**src/rtl/snake_step_ctrl.sv**
```systemverilog
// Game-level sequencer for the snake segment array: step strobe, committed
// direction, size/score bookkeeping, segment initialisation and game-over detection.
module snake_step_ctrl #(
   parameter int unsigned STEP_TICKS = 256,
   parameter int unsigned INIT_SIZE  = 3,
   parameter int unsigned MAX_SIZE   = 63,
   parameter logic [1:0]  DIR_INIT   = 2'b01
) (
   input  logic       clk,
   input  logic       reset,
   input  logic       start,
   input  logic [3:0] dir_req,
   input  logic       apple_eaten,
   input  logic       hit_any,
   output logic [1:0] next_dir,
   output logic [5:0] size,
   output logic       step,
   output logic       seg_reset,
   output logic       running,
   output logic       game_over,
   output logic [7:0] score
);

   typedef enum logic [1:0] {IDLE, LOAD, RUN, OVER} state_t;

   localparam logic [7:0] TICK_LAST = 8'(STEP_TICKS - 1);
   localparam logic [5:0] SIZE_INIT = 6'(INIT_SIZE);
   localparam logic [5:0] SIZE_MAX  = 6'(MAX_SIZE);

   state_t     state, state_nxt;
   logic [7:0] tick;
   logic [1:0] pending_dir;
   logic [1:0] req_dir;
   logic       req_valid;

   // Lowest set request bit wins.
   always_comb begin
      req_valid = |dir_req;
      req_dir   = '0;
      priority casez (dir_req)
         4'b???1: req_dir = 2'd0;
         4'b??10: req_dir = 2'd1;
         4'b?100: req_dir = 2'd2;
         4'b1000: req_dir = 2'd3;
         default: req_dir = 2'd0;
      endcase
   end

   always_comb begin
      state_nxt = state;
      seg_reset = 1'b0;
      running   = 1'b0;
      game_over = 1'b0;
      case (state)
         IDLE: begin
            seg_reset = 1'b1;
            if (start) state_nxt = LOAD;
         end
         LOAD: begin
            seg_reset = 1'b1;
            state_nxt = RUN;
         end
         RUN: begin
            running = 1'b1;
            if (hit_any) state_nxt = OVER;
         end
         OVER: begin
            game_over = 1'b1;
            if (start) state_nxt = LOAD;
         end
         default: state_nxt = IDLE;
      endcase
   end

   always_ff @(posedge clk) begin
      if (!reset) state <= IDLE;
      else        state <= state_nxt;
   end

   always_ff @(posedge clk) begin
      if (!reset) begin
         next_dir    <= DIR_INIT;
         pending_dir <= DIR_INIT;
         size        <= SIZE_INIT;
         score       <= '0;
         tick        <= '0;
         step        <= 1'b0;
      end else begin
         step <= 1'b0;
         case (state)
            LOAD: begin
               next_dir    <= DIR_INIT;
               pending_dir <= DIR_INIT;
               size        <= SIZE_INIT;
               score       <= '0;
               tick        <= '0;
            end
            RUN: begin
               // A hit suppresses the step, the commit, the capture and the growth.
               if (!hit_any) begin
                  if (tick == TICK_LAST) begin
                     tick     <= '0;
                     step     <= 1'b1;
                     next_dir <= pending_dir;
                  end else begin
                     tick <= tick + 8'd1;
                  end
                  if (req_valid && (req_dir != ~next_dir)) pending_dir <= req_dir;
                  if (apple_eaten) begin
                     if (size < SIZE_MAX) size <= size + 6'd1;
                     if (score != 8'hFF)  score <= score + 8'd1;
                  end
               end
            end
            default: ;
         endcase
      end
   end

endmodule

```
**config.mk**
```make
export PLATFORM = sky130hd
export DESIGN_NAME = snake_step_ctrl
export DESIGN_NICKNAME = d
export VERILOG_FILES = /design/src/rtl/snake_step_ctrl.sv
export SDC_FILE = /design/constraint.sdc
export NUM_CORES = 1
export LEC_CHECK = 0
export ABC_AREA = 1
export CORE_UTILIZATION = 30
export CTS_CLUSTER_DIAMETER = 150
export DETAILED_ROUTE_END_ITERATION = 16
export GPL_TIMING_DRIVEN = 0
export SYNTH_ARGS = -nofsm -noshare
export SYNTH_HDL_FRONTEND = slang
export SYNTH_SLANG_ARGS = --single-unit
```
**constraint.sdc**
```tcl
create_clock -name clk -period 2.2 [get_ports clk]
set_clock_uncertainty 0.1 [all_clocks]
set_input_delay 0.66 -clock clk [delete_from_list [all_inputs] [get_ports clk]]
set_output_delay 0.66 -clock clk [all_outputs]
set_load 0.05 [all_outputs]
```
Word level (Yosys, flattened, before mapping)
Cells that the tools add are included.

Register bits: 29. Latch bits: 0. RAM bits: 0. ROM bits: 0. Input port bits: 9. Output and inout port bits: 20. Word-level logic and storage cells: 69. Memories kept: 0.

Add/subtract/negate cells: 3. Multiply operators: 0. Divide/modulo/power cells: 0. Magnitude comparators: 1. Equal/unequal tests: 17. Shift-type cells: 0. Multiplexer cells: 25. Bitwise operators: 3. Reductions and logical operators: 13.

Operator list (number): 2-to-1 mux 8 bit (5); case mux 8 bit (2 select lines) (2); 2-to-1 mux 6 bit (3); adder 8 x 1 -> 8 bit (second input constant) (2); != test 2 bit (second input constant) (7); 2-to-1 mux 2 bit (6); case mux 2 bit (3 select lines) (2); case mux 6 bit (2 select lines) (1); == test 8 bit (second input constant) (1); != test 8 bit (second input constant) (1); case mux 2 bit (2 select lines) (2); AND reduction 4 bit (2); adder 6 x 1 -> 6 bit (second input constant) (1); == test 2 bit (second input constant) (3); < comparator 6 bit (second input constant) (1); AND reduction 3 bit (2); == test 4 bit (second input constant) (1); 2-to-1 mux 1 bit (4); AND reduction 2 bit (2); OR reduction 2 bit (2); OR reduction 4 bit (1); == test 3 bit (second input constant) (1); OR reduction 3 bit (1); == test 2 x 1 -> 1 bit (second input constant) (1); other kinds (7) (8).

Longest topological paths before layout
Depth after elaboration: 7. Mapped depth: 12. Gate-level depth less buffers: 11.

Worst setup path before layout
Ideal clock, no wire load.

Path type: reg2reg. Start: register state[0]. End: register size[3]. Setup time: 0.119 ns. Arrival: 2.016 ns. Data required time: 1.981 ns. Slack: -0.035 ns. Cell stages (with the launch flop): 12. Buffers on the path: 1. Clock period less this slack: 2.235 ns. Path through: dfxtp_1 inv_1 ha_1 inv_2 or2_0 buf_2 o21ai_4 nand2_2 inv_2 nand3_1 nand2_1 a21oi_1.

Word-level cells in the longest chain between the ends: 3. Elaborated cells between the ends (all ways): 8. Those cells by class: eq/ne (5); mux (1); reduce/logical (2).

RTL lines: from (decl) (line 30) `state_t state, state_nxt;`; from (signal assigned) (line 77) `else state <= state_nxt;`; == test 2 bit or == test 2 x 1 -> 1 bit (tied branches) (line 90) `case (state)`; != test 2 bit (no line) or nonzero test 2 bit (tied branches); AND reduction 4 bit (no line); to (signal assigned) (line 110) `if (size < SIZE_MAX) size <= size + 6'd1;`; to (decl) (line 16) `output logic [5:0] size,`.

Several ways; a longest one is shown, not always the timed one. A chain may end at the register's enable or synchronous reset.

Worst setup path after layout
Start: register state[1]. End: output port seg_reset.

Word-level cells in the longest chain between the ends: 3. Elaborated cells between the ends (all ways): 4. Those cells by class: eq/ne (1); mux (1); reduce/logical (2).

RTL lines: == test 2 x 1 -> 1 bit or zero test 2 bit (tied branches) (line 54) `case (state)`; OR reduction 2 bit (no line) (*); 2-to-1 mux 1 bit (*) (line 54); to (decl) (line 18) `output logic seg_reset,`.

Every way passes the cells marked *; elsewhere a longest branch is shown, timed or not.

==> reports/qor.yml <==
outcome:
  run_status: "complete, but fails checks"
  violated_checks: "negative setup slack"
worst_setup_path:
  r2r-end: "size[3]"
  r2r_slack_ps: 50
  timing.critical_path.from_type: "flop"
  path_max_fanout: 4
  timing.critical_path.required_ps: 1440
  path_class: "flop to primary output"
  cp.buffers_inverters: 2
  cp-end-kind: "primary output"
  timing.critical_path.slowest_cell_delay_ps: 370
  reg2reg_depth: 11
  cp_slowest_cell: "sky130_fd_sc_hd__dfxtp_1"
  path_cells: "inv_1 -> ha_1 -> or2_2 -> buf_2"
  worstPathArrival_ps: 1440
  cell_class_contributing_the_biggest_share_of_worst_path_delay: "flip-flops"
  crit-reg2reg-launch: "state[0]"
finish:
  drive_above_1_share: 0.0818
  final_net_count: 285
  insertedDiodeCount: 0
  areaGrowthSynthToFinish_pct: 27.6
  layout.filler_cells: 541
  design_area_um2: 2000
clocking:
  cts.hold.buffers_added: 0
  clock_sink_count: 29
  insertion_delay_ps: 290
  clockRootBuffer: "sky130_fd_sc_hd__clkbuf_8"
  cts_buffers: 5
  post-cts-setup-buffer-count: 0
  tritoncts: "yes"
  clkTransAtPathRegs_ps: 60
  clock_tree.buffer_depth: 2
  h-tree-depth: 2
timing:
  hold_viol_final: 0
  timing.final.crit_share: 1.00
  setup_repair_after_global_routing_missed_its_margin: "true"
  report.final.slew_viol_count: 0
  timing.fmax_mhz: 454
  max-slew-margin-rel: 0.666
  max_slew.worst_pin.slew_ps: 500
  whs_ps: 352
  layout_setup_ws_ps: -3.72
  final-setup-viol-count: 1
  min_period_ps: 2200
worst_hold_path:
  worst_hold_path_type: "flop to flop"
  worstHoldPathCells: 2
  timing.hold.worst_endpoint: "next_dir[1]"
  hold_path.startpoint: "pending_dir[1]"
floorplanning:
  placement_rows: 25
  die_x_um: 74.3
  die_area_um2: 5520
  boundaryPins: 29
  initial_core_util: 0.321
  placeableCoreArea_um2: 4880
  die_h_um: 74.3
route:
  wl_um: 3370
  number_of_vias_per_cell_after_detailed_routing: 4.55
  route.antenna.remaining_nets: 0
  post-route-drc-count: 0
  detailedRoute.firstPassIterationCount: 4
  via_count: 1529
  avgRoutedWirePerCell_um: 10.0
  drtIter0Drc: 56
place:
  dpl_cell_area_um2: 1930
  port-buffer-count: 28
  final_hpwl_dp_um: 2470
  place.gp.congestion: 0.724
  post-place-ws_ps: -215
job:
  count_of_max_cap_constraint_violations: 0
yosys:
  synthesis.yosys.warnings: 0
  synth_cells: 233
  netlist-cell-type-count: 24
  postSynthNetCount: 250
  netlist_area_um2: 1570
  ys_ff_latch: 29
  syn_avg_cell_area_um2: 6.73
  synth_seq_area_share: 0.370
global_routing:
  grt_antenna_before_repair: 0
  grt_first_pass_wirelength_um: 5600
  grtUsageTotal: 0.135
  maximum_number_of_pins_on_one_net_before_global_route_repair: 11
  grt_pass1_vias: 1350
  globalRouteOverflowTotal: 0
power_and_ir_drop:
  irDropWorstVdd_mv: 0.473
  power.total_mw: 1.95
  leakagePower_nw: 0.917
  p_per_area_nw_per_um2: 975
-- sequential cells by signal (all words and copies together), names as in the netlist --
| name | flops |
|---|---|
| size | 6 |
| state | 2 |
| tick | 8 |
| score | 8 |
| pending_dir | 2 |
| step | 1 |
| next_dir | 2 |
-- report_power, final --
part / switching, mW / internal (mW) / leakage [nW] / total (mW)
Combinational: 0.610 / 0.240 / 0.638 / 0.850
Clock: 0.216 / 0.218 / 0.0439 / 0.434
Sequential: 0.0682 / 0.597 / 0.235 / 0.666
-- layout make-up --
cell class                      instances  area, um2  share of cell area
Tap cell                               67       83.8              0.0419
Multi-Input combinational cell        167        852               0.426
Clock buffer                            5       68.8              0.0344
Clock inverter                          3       17.5             0.00876
Inverter                               35        135              0.0675
Buffer                                  2       8.76             0.00438
Sequential cell                        29        581               0.290
Timing Repair Buffer                   28        254               0.127
-- placed cells by master, fill, tap and decap left out, types with 2 or more instances in the layout --
| master | count |
|---|---|
| sky130_fd_sc_hd__a211oi_1 | 2 |
| sky130_fd_sc_hd__nand3_1 | 28 |
| sky130_fd_sc_hd__dfxtp_1 | 29 |
| sky130_fd_sc_hd__or2_2 | 2 |
| sky130_fd_sc_hd__or2_0 | 2 |
| sky130_fd_sc_hd__ha_1 | 7 |
| sky130_fd_sc_hd__a21oi_1 | 20 |
| sky130_fd_sc_hd__o21bai_1 | 2 |
| sky130_fd_sc_hd__nand3b_1 | 4 |
| sky130_fd_sc_hd__buf_2 | 2 |
| sky130_fd_sc_hd__o21ai_0 | 6 |
| sky130_fd_sc_hd__clkbuf_8 | 5 |
| sky130_fd_sc_hd__nand2_2 | 2 |
| sky130_fd_sc_hd__dlygate4sd2_1 | 17 |
| sky130_fd_sc_hd__clkinvlp_4 | 2 |
| sky130_fd_sc_hd__nand2_1 | 59 |
| sky130_fd_sc_hd__nor2_1 | 21 |
| sky130_fd_sc_hd__nand4_1 | 4 |
| sky130_fd_sc_hd__nor3_1 | 3 |
| sky130_fd_sc_hd__inv_1 | 31 |
| sky130_fd_sc_hd__inv_2 | 3 |
| sky130_fd_sc_hd__clkinv_2 | 2 |
| sky130_fd_sc_hd__clkdlybuf4s50_1 | 8 |
-- metal layers --
layer  up-vias  share of wire  global-route usage
met5         -              0                   0
met2        25           0.44               0.223
met4         0          0.014              0.0566
met3         7          0.041              0.0420
met1       677           0.50               0.164
li1        820              -                   -
-- synthesized netlist by cell type --
cell type	count	area, um2
sky130_fd_sc_hd__nand2_4	1	11.3
sky130_fd_sc_hd__inv_2	3	11.3
sky130_fd_sc_hd__o21bai_1	2	15.0
sky130_fd_sc_hd__a21oi_1	20	100
sky130_fd_sc_hd__nand3b_1	4	30.0
sky130_fd_sc_hd__nand4_1	4	25.0
sky130_fd_sc_hd__or2_2	2	12.5
sky130_fd_sc_hd__dfxtp_1	29	581
sky130_fd_sc_hd__o21ai_0	6	30.0
sky130_fd_sc_hd__nand2_2	1	6.26
sky130_fd_sc_hd__ha_1	8	100
sky130_fd_sc_hd__clkbuf_1	1	3.75
sky130_fd_sc_hd__or2_0	2	12.5
sky130_fd_sc_hd__nand2_1	60	225
sky130_fd_sc_hd__a31oi_1	1	6.26
sky130_fd_sc_hd__buf_2	1	5.00
sky130_fd_sc_hd__nor3_1	3	15.0
sky130_fd_sc_hd__o21ai_4	1	16.3
sky130_fd_sc_hd__clkinv_1	1	3.75
sky130_fd_sc_hd__a211oi_1	2	15.0
sky130_fd_sc_hd__o21a_1	1	7.51
sky130_fd_sc_hd__nor2_1	21	78.8
sky130_fd_sc_hd__nand3_1	28	140
sky130_fd_sc_hd__inv_1	31	116
-- stage by stage --
step                       util  setup TNS, ps  std cells
after CTS                 0.409           -147        336
final                     0.410          -3.72        336
after global placement    0.396          -1400        328
after global routing      0.410           -227        336
after floorplan               -              0        233
after detailed placement  0.396          -1580        328
-- kinds of logic (layout without fill, tap and decap cells) --
logic type | after synthesis | count (layout) | synth area share
buffers and inverters | 37 | 73 | 0.0894
and+or+nand+nor | 126 | 126 | 0.355
adders and majority gates | 8 | 8 | 0.0638
DFF | 29 | 29 | 0.370
AOI/OAI and AO/OA | 33 | 33 | 0.121
-- worst max path at each step --
stage	from	to	slack [ps]	cells past startpoint
finish	state[1]	seg_reset	-4	4
CTS	state[1]	seg_reset	-150	4
detailed placement	state[1]	seg_reset	-210	4
floorplan	state[0]	size[3]	160	11
global route	state[0]	size[3]	-80	11
global placement	state[1]	seg_reset	-190	4
-- worst min-delay path: cells and delay by family (launching register included) --
family	cells	cell delay, ps
DFF	1	310
and+or+nand+nor	2	100
-- repair_timing --
action                                  CTS  global route
pin swaps                                 0             0
endpoints found under the setup margin   19            13
resized for setup                        25             6
(Power assumes the default switching activity.)
